[src/rtl/conv_seq_pkg.sv]
// ---------------------------------------------------------------------------
// conv_seq_pkg
//   Shared types and width helpers for the convolution window sequencer.
//   - state_t : sequencer FSM states
//   - idx_w   : bits needed to index n items (at least 1)
//   - fmap_aw : feature RAM address width for a KC x H x W map
//   - wgt_aw  : weight RAM address width for a KC x KH x KW kernel
// ---------------------------------------------------------------------------
package conv_seq_pkg;

    typedef enum logic [2:0] {
        IDLE,
        RUN,
        DRAIN,
        WRITE,
        DONE
    } state_t;

    function automatic int idx_w(input int n);
        return (n <= 1) ? 1 : $clog2(n);
    endfunction

    function automatic int fmap_aw(input int kc, input int h, input int w);
        return idx_w(kc * h * w);
    endfunction

    function automatic int wgt_aw(input int kc, input int kh, input int kw);
        return idx_w(kc * kh * kw);
    endfunction

endpackage

[src/rtl/mac_unit.sv]
// ---------------------------------------------------------------------------
// mac_unit
//   Registered signed multiply-accumulate. Full-width product, wrapping
//   two's-complement accumulator of 2*DATA_W bits.
//   clk, reset : clock, synchronous active-high reset (clears accumulator)
//   en         : accept a product this cycle
//   first      : load the accumulator with the product instead of adding
//   a, b       : signed operands
//   acc        : accumulator value (held while en is low)
// ---------------------------------------------------------------------------
module mac_unit #(
    parameter int DATA_W = 17
) (
    input  logic                       clk,
    input  logic                       reset,
    input  logic                       en,
    input  logic                       first,
    input  logic signed [DATA_W-1:0]   a,
    input  logic signed [DATA_W-1:0]   b,
    output logic signed [2*DATA_W-1:0] acc
);

    logic signed [2*DATA_W-1:0] w_prod_p1;
    logic signed [2*DATA_W-1:0] r_acc_p2;

    // operands are sign-extended to the product width before multiplying
    assign w_prod_p1 = a * b;

    // stage p1 -> p2: accumulate
    always_ff @(posedge clk) begin
        if (reset) begin
            r_acc_p2 <= '0;
        end else if (en) begin
            r_acc_p2 <= first ? w_prod_p1 : (r_acc_p2 + w_prod_p1);
        end
    end

    assign acc = r_acc_p2;

endmodule

[src/rtl/conv_window_sequencer.sv]
// ---------------------------------------------------------------------------
// conv_window_sequencer
//   Walks every output position of a convolution layer and, per position,
//   issues one feature/weight read per kernel term (channel/row/column order),
//   feeds the MAC, then presents the dot product on a valid/ready port.
//   clk, reset           : clock, synchronous active-high reset
//   start                : one-cycle layer request (ignored while busy)
//   busy                 : layer in progress
//   done                 : one-cycle pulse after the last output handshake
//   rd_en                : read strobe to both RAMs
//   fmap_addr, wgt_addr  : RAM addresses for the current term
//   fmap_data, wgt_data  : RAM read data, one cycle after rd_en
//   out_valid, out_ready : result handshake
//   out_data             : signed dot product
//   out_row, out_col     : output position of out_data
// ---------------------------------------------------------------------------
module conv_window_sequencer
    import conv_seq_pkg::*;
#(
    parameter int kernal_height  = 5,
    parameter int kernal_width   = 5,
    parameter int kernal_channel = 3,
    parameter int in_height      = 32,
    parameter int in_width       = 32,
    parameter int bitwidth       = 17
) (
    input  logic                  clk,
    input  logic                  reset,
    input  logic                  start,
    output logic                  busy,
    output logic                  done,
    output logic                  rd_en,
    output logic [fmap_aw(kernal_channel, in_height, in_width)-1:0]         fmap_addr,
    output logic [wgt_aw(kernal_channel, kernal_height, kernal_width)-1:0]  wgt_addr,
    input  logic signed [bitwidth-1:0]   fmap_data,
    input  logic signed [bitwidth-1:0]   wgt_data,
    output logic                  out_valid,
    input  logic                  out_ready,
    output logic signed [2*bitwidth-1:0] out_data,
    output logic [idx_w(in_height - kernal_height + 1)-1:0] out_row,
    output logic [idx_w(in_width - kernal_width + 1)-1:0]   out_col
);

    localparam int KH    = kernal_height;
    localparam int KW    = kernal_width;
    localparam int KC    = kernal_channel;
    localparam int H     = in_height;
    localparam int W     = in_width;
    localparam int OH    = H - KH + 1;
    localparam int OW    = W - KW + 1;
    localparam int FA_W  = fmap_aw(KC, H, W);
    localparam int WA_W  = wgt_aw(KC, KH, KW);
    localparam int KX_W  = idx_w(KW);
    localparam int KY_W  = idx_w(KH);
    localparam int C_W   = idx_w(KC);
    localparam int ROW_W = idx_w(OH);
    localparam int COL_W = idx_w(OW);

    localparam logic [KX_W-1:0]  KX_LAST  = KX_W'(KW - 1);
    localparam logic [KY_W-1:0]  KY_LAST  = KY_W'(KH - 1);
    localparam logic [C_W-1:0]   C_LAST   = C_W'(KC - 1);
    localparam logic [ROW_W-1:0] ROW_LAST = ROW_W'(OH - 1);
    localparam logic [COL_W-1:0] COL_LAST = COL_W'(OW - 1);

    state_t           r_state;
    logic [KX_W-1:0]  r_kx;
    logic [KY_W-1:0]  r_ky;
    logic [C_W-1:0]   r_c;
    logic [COL_W-1:0] r_ox;
    logic [ROW_W-1:0] r_oy;
    logic             r_rd_en;
    logic             r_busy;
    logic             r_done;
    logic             r_out_valid;
    logic             r_tag_en_p1;
    logic             r_tag_first_p1;

    logic w_first_term;
    logic w_last_term;
    logic w_last_pos;

    assign w_first_term = (r_kx == '0) && (r_ky == '0) && (r_c == '0);
    assign w_last_term  = (r_kx == KX_LAST) && (r_ky == KY_LAST) && (r_c == C_LAST);
    assign w_last_pos   = (r_ox == COL_LAST) && (r_oy == ROW_LAST);

    // Address arithmetic is done modulo 2^width; the true address always fits,
    // so truncated constant factors still give the exact result.
    assign fmap_addr = FA_W'(r_c) * FA_W'(H * W)
                     + (FA_W'(r_oy) + FA_W'(r_ky)) * FA_W'(W)
                     + FA_W'(r_ox) + FA_W'(r_kx);
    assign wgt_addr  = WA_W'(r_c) * WA_W'(KH * KW)
                     + WA_W'(r_ky) * WA_W'(KW)
                     + WA_W'(r_kx);

    // stage p0 -> p1: FSM, counters, and the tag delay that lines the
    // load/accumulate control up with RAM data arriving one cycle later
    always_ff @(posedge clk) begin
        if (reset) begin
            r_state        <= IDLE;
            r_kx           <= '0;
            r_ky           <= '0;
            r_c            <= '0;
            r_ox           <= '0;
            r_oy           <= '0;
            r_rd_en        <= 1'b0;
            r_busy         <= 1'b0;
            r_done         <= 1'b0;
            r_out_valid    <= 1'b0;
            r_tag_en_p1    <= 1'b0;
            r_tag_first_p1 <= 1'b0;
        end else begin
            r_tag_en_p1    <= 1'b0;
            r_tag_first_p1 <= 1'b0;
            r_done         <= 1'b0;
            case (r_state)
                IDLE: begin
                    if (start) begin
                        r_state <= RUN;
                        r_rd_en <= 1'b1;
                        r_busy  <= 1'b1;
                        r_kx    <= '0;
                        r_ky    <= '0;
                        r_c     <= '0;
                        r_ox    <= '0;
                        r_oy    <= '0;
                    end
                end
                RUN: begin
                    r_tag_en_p1    <= 1'b1;
                    r_tag_first_p1 <= w_first_term;
                    if (w_last_term) begin
                        r_state <= DRAIN;
                        r_rd_en <= 1'b0;
                        r_kx    <= '0;
                        r_ky    <= '0;
                        r_c     <= '0;
                    end else if (r_kx != KX_LAST) begin
                        r_kx <= r_kx + KX_W'(1);
                    end else begin
                        r_kx <= '0;
                        if (r_ky != KY_LAST) begin
                            r_ky <= r_ky + KY_W'(1);
                        end else begin
                            r_ky <= '0;
                            r_c  <= r_c + C_W'(1);
                        end
                    end
                end
                DRAIN: begin
                    r_state     <= WRITE;
                    r_out_valid <= 1'b1;
                end
                WRITE: begin
                    if (out_ready) begin
                        r_out_valid <= 1'b0;
                        if (w_last_pos) begin
                            r_state <= DONE;
                            r_done  <= 1'b1;
                            r_busy  <= 1'b0;
                            r_ox    <= '0;
                            r_oy    <= '0;
                        end else begin
                            r_state <= RUN;
                            r_rd_en <= 1'b1;
                            if (r_ox != COL_LAST) begin
                                r_ox <= r_ox + COL_W'(1);
                            end else begin
                                r_ox <= '0;
                                r_oy <= r_oy + ROW_W'(1);
                            end
                        end
                    end
                end
                DONE: begin
                    r_state <= IDLE;
                end
                default: begin
                    r_state <= IDLE;
                end
            endcase
        end
    end

    mac_unit #(
        .DATA_W (bitwidth)
    ) u_mac (
        .clk   (clk),
        .reset (reset),
        .en    (r_tag_en_p1),
        .first (r_tag_first_p1),
        .a     (fmap_data),
        .b     (wgt_data),
        .acc   (out_data)
    );

    assign busy      = r_busy;
    assign done      = r_done;
    assign rd_en     = r_rd_en;
    assign out_valid = r_out_valid;
    assign out_row   = r_oy;
    assign out_col   = r_ox;

endmodule
[config.mk]
export PLATFORM = sky130hd
export DESIGN_NAME = conv_window_sequencer
export DESIGN_NICKNAME = d
export VERILOG_FILES = /design/src/rtl/conv_seq_pkg.sv /design/src/rtl/mac_unit.sv /design/src/rtl/conv_window_sequencer.sv
export SDC_FILE = /design/constraint.sdc
export NUM_CORES = 1
export LEC_CHECK = 0
export BUFFER_PORTS_ARGS = -buffer_cell sky130_fd_sc_hd__buf_2
export CORE_ASPECT_RATIO = 0.5
export CORE_MARGIN = 10
export CORE_UTILIZATION = 42
export DETAILED_ROUTE_END_ITERATION = 10
export PLACE_DENSITY = 0.63
export SLEW_MARGIN = 25
export SYNTH_ARGS = -nofsm -noshare
export SYNTH_HDL_FRONTEND = slang
export SYNTH_SLANG_ARGS = --single-unit
export TNS_END_PERCENT = 10
[constraint.sdc]
create_clock -name clk -period 11.4 [get_ports clk]
set_input_delay 2.28 -clock clk [delete_from_list [all_inputs] [get_ports clk]]
set_output_delay 2.28 -clock clk [all_outputs]
set_load 0.03 [all_outputs]
==> run summary <==
The number of distinct library cells after synthesis was 73; the source-to-sink clock delay at the later pin of the worst-skew pair was 0.34 ns. The routability-driven placement congestion ratio was 0.849; the pin count of the biggest net entering global routing was 71. Summed over all instances, the cell type with the most area after synthesis is fa_1. After Yosys synthesis, full adders, half adders and majority gates account for 49.3% of the synthesized area. The run gives 47.7% as the max-slew headroom at the worst pin. The tree is rooted in a clkbuf_16. The first global-routing pass estimated 66200 um of wire. For the final setup TNS, the log shows 0 ns. STA classifies the critical path endpoint as a register.

The logs give 46900 um^2 for the die footprint and 0.474 ns for the worst hold-check slack. At the end of the flow, the number of nets in the layout was 2369. During synthesis, Yosys emitted a total of 0 warnings.

The mux contribution to synthesized area is 0.897%, and the worst stage delay on the critical path is 0.58 ns. The proportion of layout cells with a drive suffix above 1 came out at 7.90%. Measured along the y axis, the die boundary spans 158 um. Once the floorplan was initialized, standard cells occupied 42.8% of the core. Cell type group with the largest total delay on the critical path: adder cells. The die is 296 um wide. Setup repair after global routing left no endpoint under its margin. The largest individual stage delay along the critical path comes from the cell fa_1.

The final wirelength is 39200 um. The synthesized area came out at 16000 um^2. The combinational family with the most area after synthesis is adder cells. The flow ran to the end, and the final reports show no timing, DRC or antenna violations. The detailed router placed 12000 vias in this run. Sorting the synthesized cells by how often they occur yields inv_1, fa_1, nand2_1, and2_1, ha_1. The pre-antenna-repair detailed-routing pass consisted of 5 iterations. Together, buffers and inverters on the worst path number 6. After Yosys synthesis, XOR and XNOR cells account for 4.64% of the synthesized area. Once detail routing completed, the nets flagged for antenna violations numbered 0. The region available for standard cell placement spans 37500 um^2. The total routing resource utilization after global routing was 17.5%.

The logs give 12400 for the via count of the first global-routing pass and 0 for the total of max-cap violations. The quantity of gates resized following cts was 0. Commonest register cell after synthesis: dfxtp_1. In this run the register-to-register setup slack is 7.94 ns. For the residual overflow from global routing, the log shows 0. In this run the worst hold path is classified as register to register. The average routed wire per standard cell came out at 16.5 um. The simple logic cell fraction of the synthesized area is 16.7%, and the clock-pin slew on the worst setup and hold paths is 0.06 ns. The most common cell in the synthesized netlist is inv_1. During I/O placement, the number of pins put on the boundary was 105. Excluding fillers, the count of instances in the completed layout stands at 2379. In this run, synthesis produced a sequential element count of 61. TritonCTS built the clock tree. The CTS H-tree depth was 3. Along the worst path, the maximum fanout reaches 17. The share of synthesized area in the top cell type comes to 37.8%. Clock tree synthesis inserted a total of 9 buffers. The growth of design area from synthesis to finish is 7.98%.

Setup violations remaining at the end of the flow were counted as 0. Using the TritonRoute via totals, the vias-per-cell ratio works out to 5.06. The critical path is of the primary input to register type. STA classifies the critical path startpoint as a primary input. The row count was 50. Synthesis produced 1829 cells. The final number of hold-violating endpoints is 0. Clock tree synthesis found a total of 61 sinks. In this run, placement finished with an instance count of 2363. The fraction of the cycle the final worst path needs works out to 88.0%. Derived from the worst setup path, the maximum achievable clock frequency is 99.7 MHz. The number of nets in the synthesized netlist is 2318. Clock skew on the completed layout was measured at 0.0143 ns.

The synthesized netlist devotes 11.1% of its cell area to compound gates. Once detailed placement completed, the half-perimeter wirelength came to 31700 um. The critical path arrival is 10.22 ns. The repair_antennas step left the layout with diodes totalling 0. At the pin with the least slew margin, the transition time is 0.782 ns.

The tools report the final max-slew violation count as 0. For the number of antenna violations at the first check in global routing, the log shows 0. The detailed router finished its first iteration with 615 violations. Counting along the longest clock path gives a buffer depth of 2. Counting stages on the worst path, the most repeated cell is fa_1.

The average instance in the mapped netlist occupies 8.77 um^2. By area the synthesized netlist is led by fa_1, ha_1, inv_1. Hold repair after CTS inserted 0 buffers.

The count of flip-flops with a built-in enable after synthesis was 0; the minimum period implied by the final worst setup slack was 10.03 ns. Post-CTS setup buffer count: 0. Input and output buffers added on the ports amount to 104. After detailed routing, the number of remaining DRC violations is 0. The logs give 11.59 ns for the worst endpoint required time and 7.61% for the sequential area share after synthesis. Of all flip-flops after synthesis, the portion carrying an async set or reset was 0%.
==> metal layers <==
layer / wire (um) / vias to the layer above / global-route usage (%) / share of wire, %
met5: 0 / - / 0 / 0
met4: 532 / 0 / 3.30 / 1.4
met3: 2610 / 34 / 3.77 / 6.7
met2: 16900 / 284 / 27.1 / 43
met1: 19100 / 5848 / 24.9 / 49
li1: - / 5863 / - / -
==> placed cells by master (no fill, tap or decap), types with 8 or more instances in the layout <==
cell type and count:
inv_1 349, fa_1 303, nand2_1 177, and2_1 156
ha_1 148, buf_2 104, nor2_1 97, a21oi_1 76
dfxtp_1 59, xnor2_1 55, o21ai_0 42, xor2_1 30
a21o_1 27, nor3_1 23, a211oi_1 17, o211ai_1 16
nand2b_1 13, nand4_1 12, and3_1 11, nand3_1 11
mux2i_1 11, clkbuf_16 9, o21a_1 8, a31oi_1 8
==> worst reg2reg max path: cells and delay by family, from the launching register on <==
family,cells,cell delay (ns)
AND/OR/NAND/NOR,1,0.36
AO/OA/AOI/OAI,9,1.99
flip-flops,1,0.32
adder cells (fa/ha/maj),2,0.68
==> path summary, 6_finish.rpt <==
path | startpoint | to | cells past startpoint
setup / recovery | fmap_data[7] | u_mac.acc[33]$_SDFFE_PP0P_ | 32
hold / removal | busy$_SDFFE_PP0P_ | busy$_SDFFE_PP0P_ | 2
setup reg to reg | u_mac.acc[0]$_SDFFE_PP0P_ | u_mac.acc[30]$_SDFFE_PP0P_ | 12
hold reg to reg | busy$_SDFFE_PP0P_ | busy$_SDFFE_PP0P_ | 2
==> registers in the layout, summed over array words and instances (netlist names), 2 cells and up <==
signal and flops:
out_col 5, r_ky 3, r_kx 3, out_row 5, u_mac.acc 34, r_state 3
r_c 2
==> per-stage QoR <==
stage / worst slack, ns / instance area, um^2 / utilization (%)
3_3_place_gp: 1.18 / 17000 / 45.2
4_1_cts: 1.41 / 17300 / 46.2
5_1_grt: 0.757 / 17300 / 46.2
3_5_place_dp: 1.08 / 17000 / 45.2
2_1_floorplan: 1.49 / 16000 / -
6_report: 1.37 / 17300 / 46.2
==> logic make-up (layout without fill, tap and decap cells) <==
logic type,after synthesis,after routing
AND/OR/NAND/NOR,539,539
flip-flops,61,61
adder cells (fa/ha/maj),451,451
multiplexers,14,14
buffers and inverters,417,473
XOR/XNOR,85,85
AO/OA/AOI/OAI,262,262
==> area by class of cell <==
class | instances | area [um^2]
clock buffer | 10 | 229
clock inverter | 6 | 135
fill | 3639 | 20200
inverter | 349 | 1310
multi-input combinational | 1351 | 13300
sequential | 61 | 1220
tap | 494 | 618
timing repair buffer | 108 | 551
Power is not shown: default switching activity piles up to over one toggle a cycle in this logic, so the estimate is an artifact.
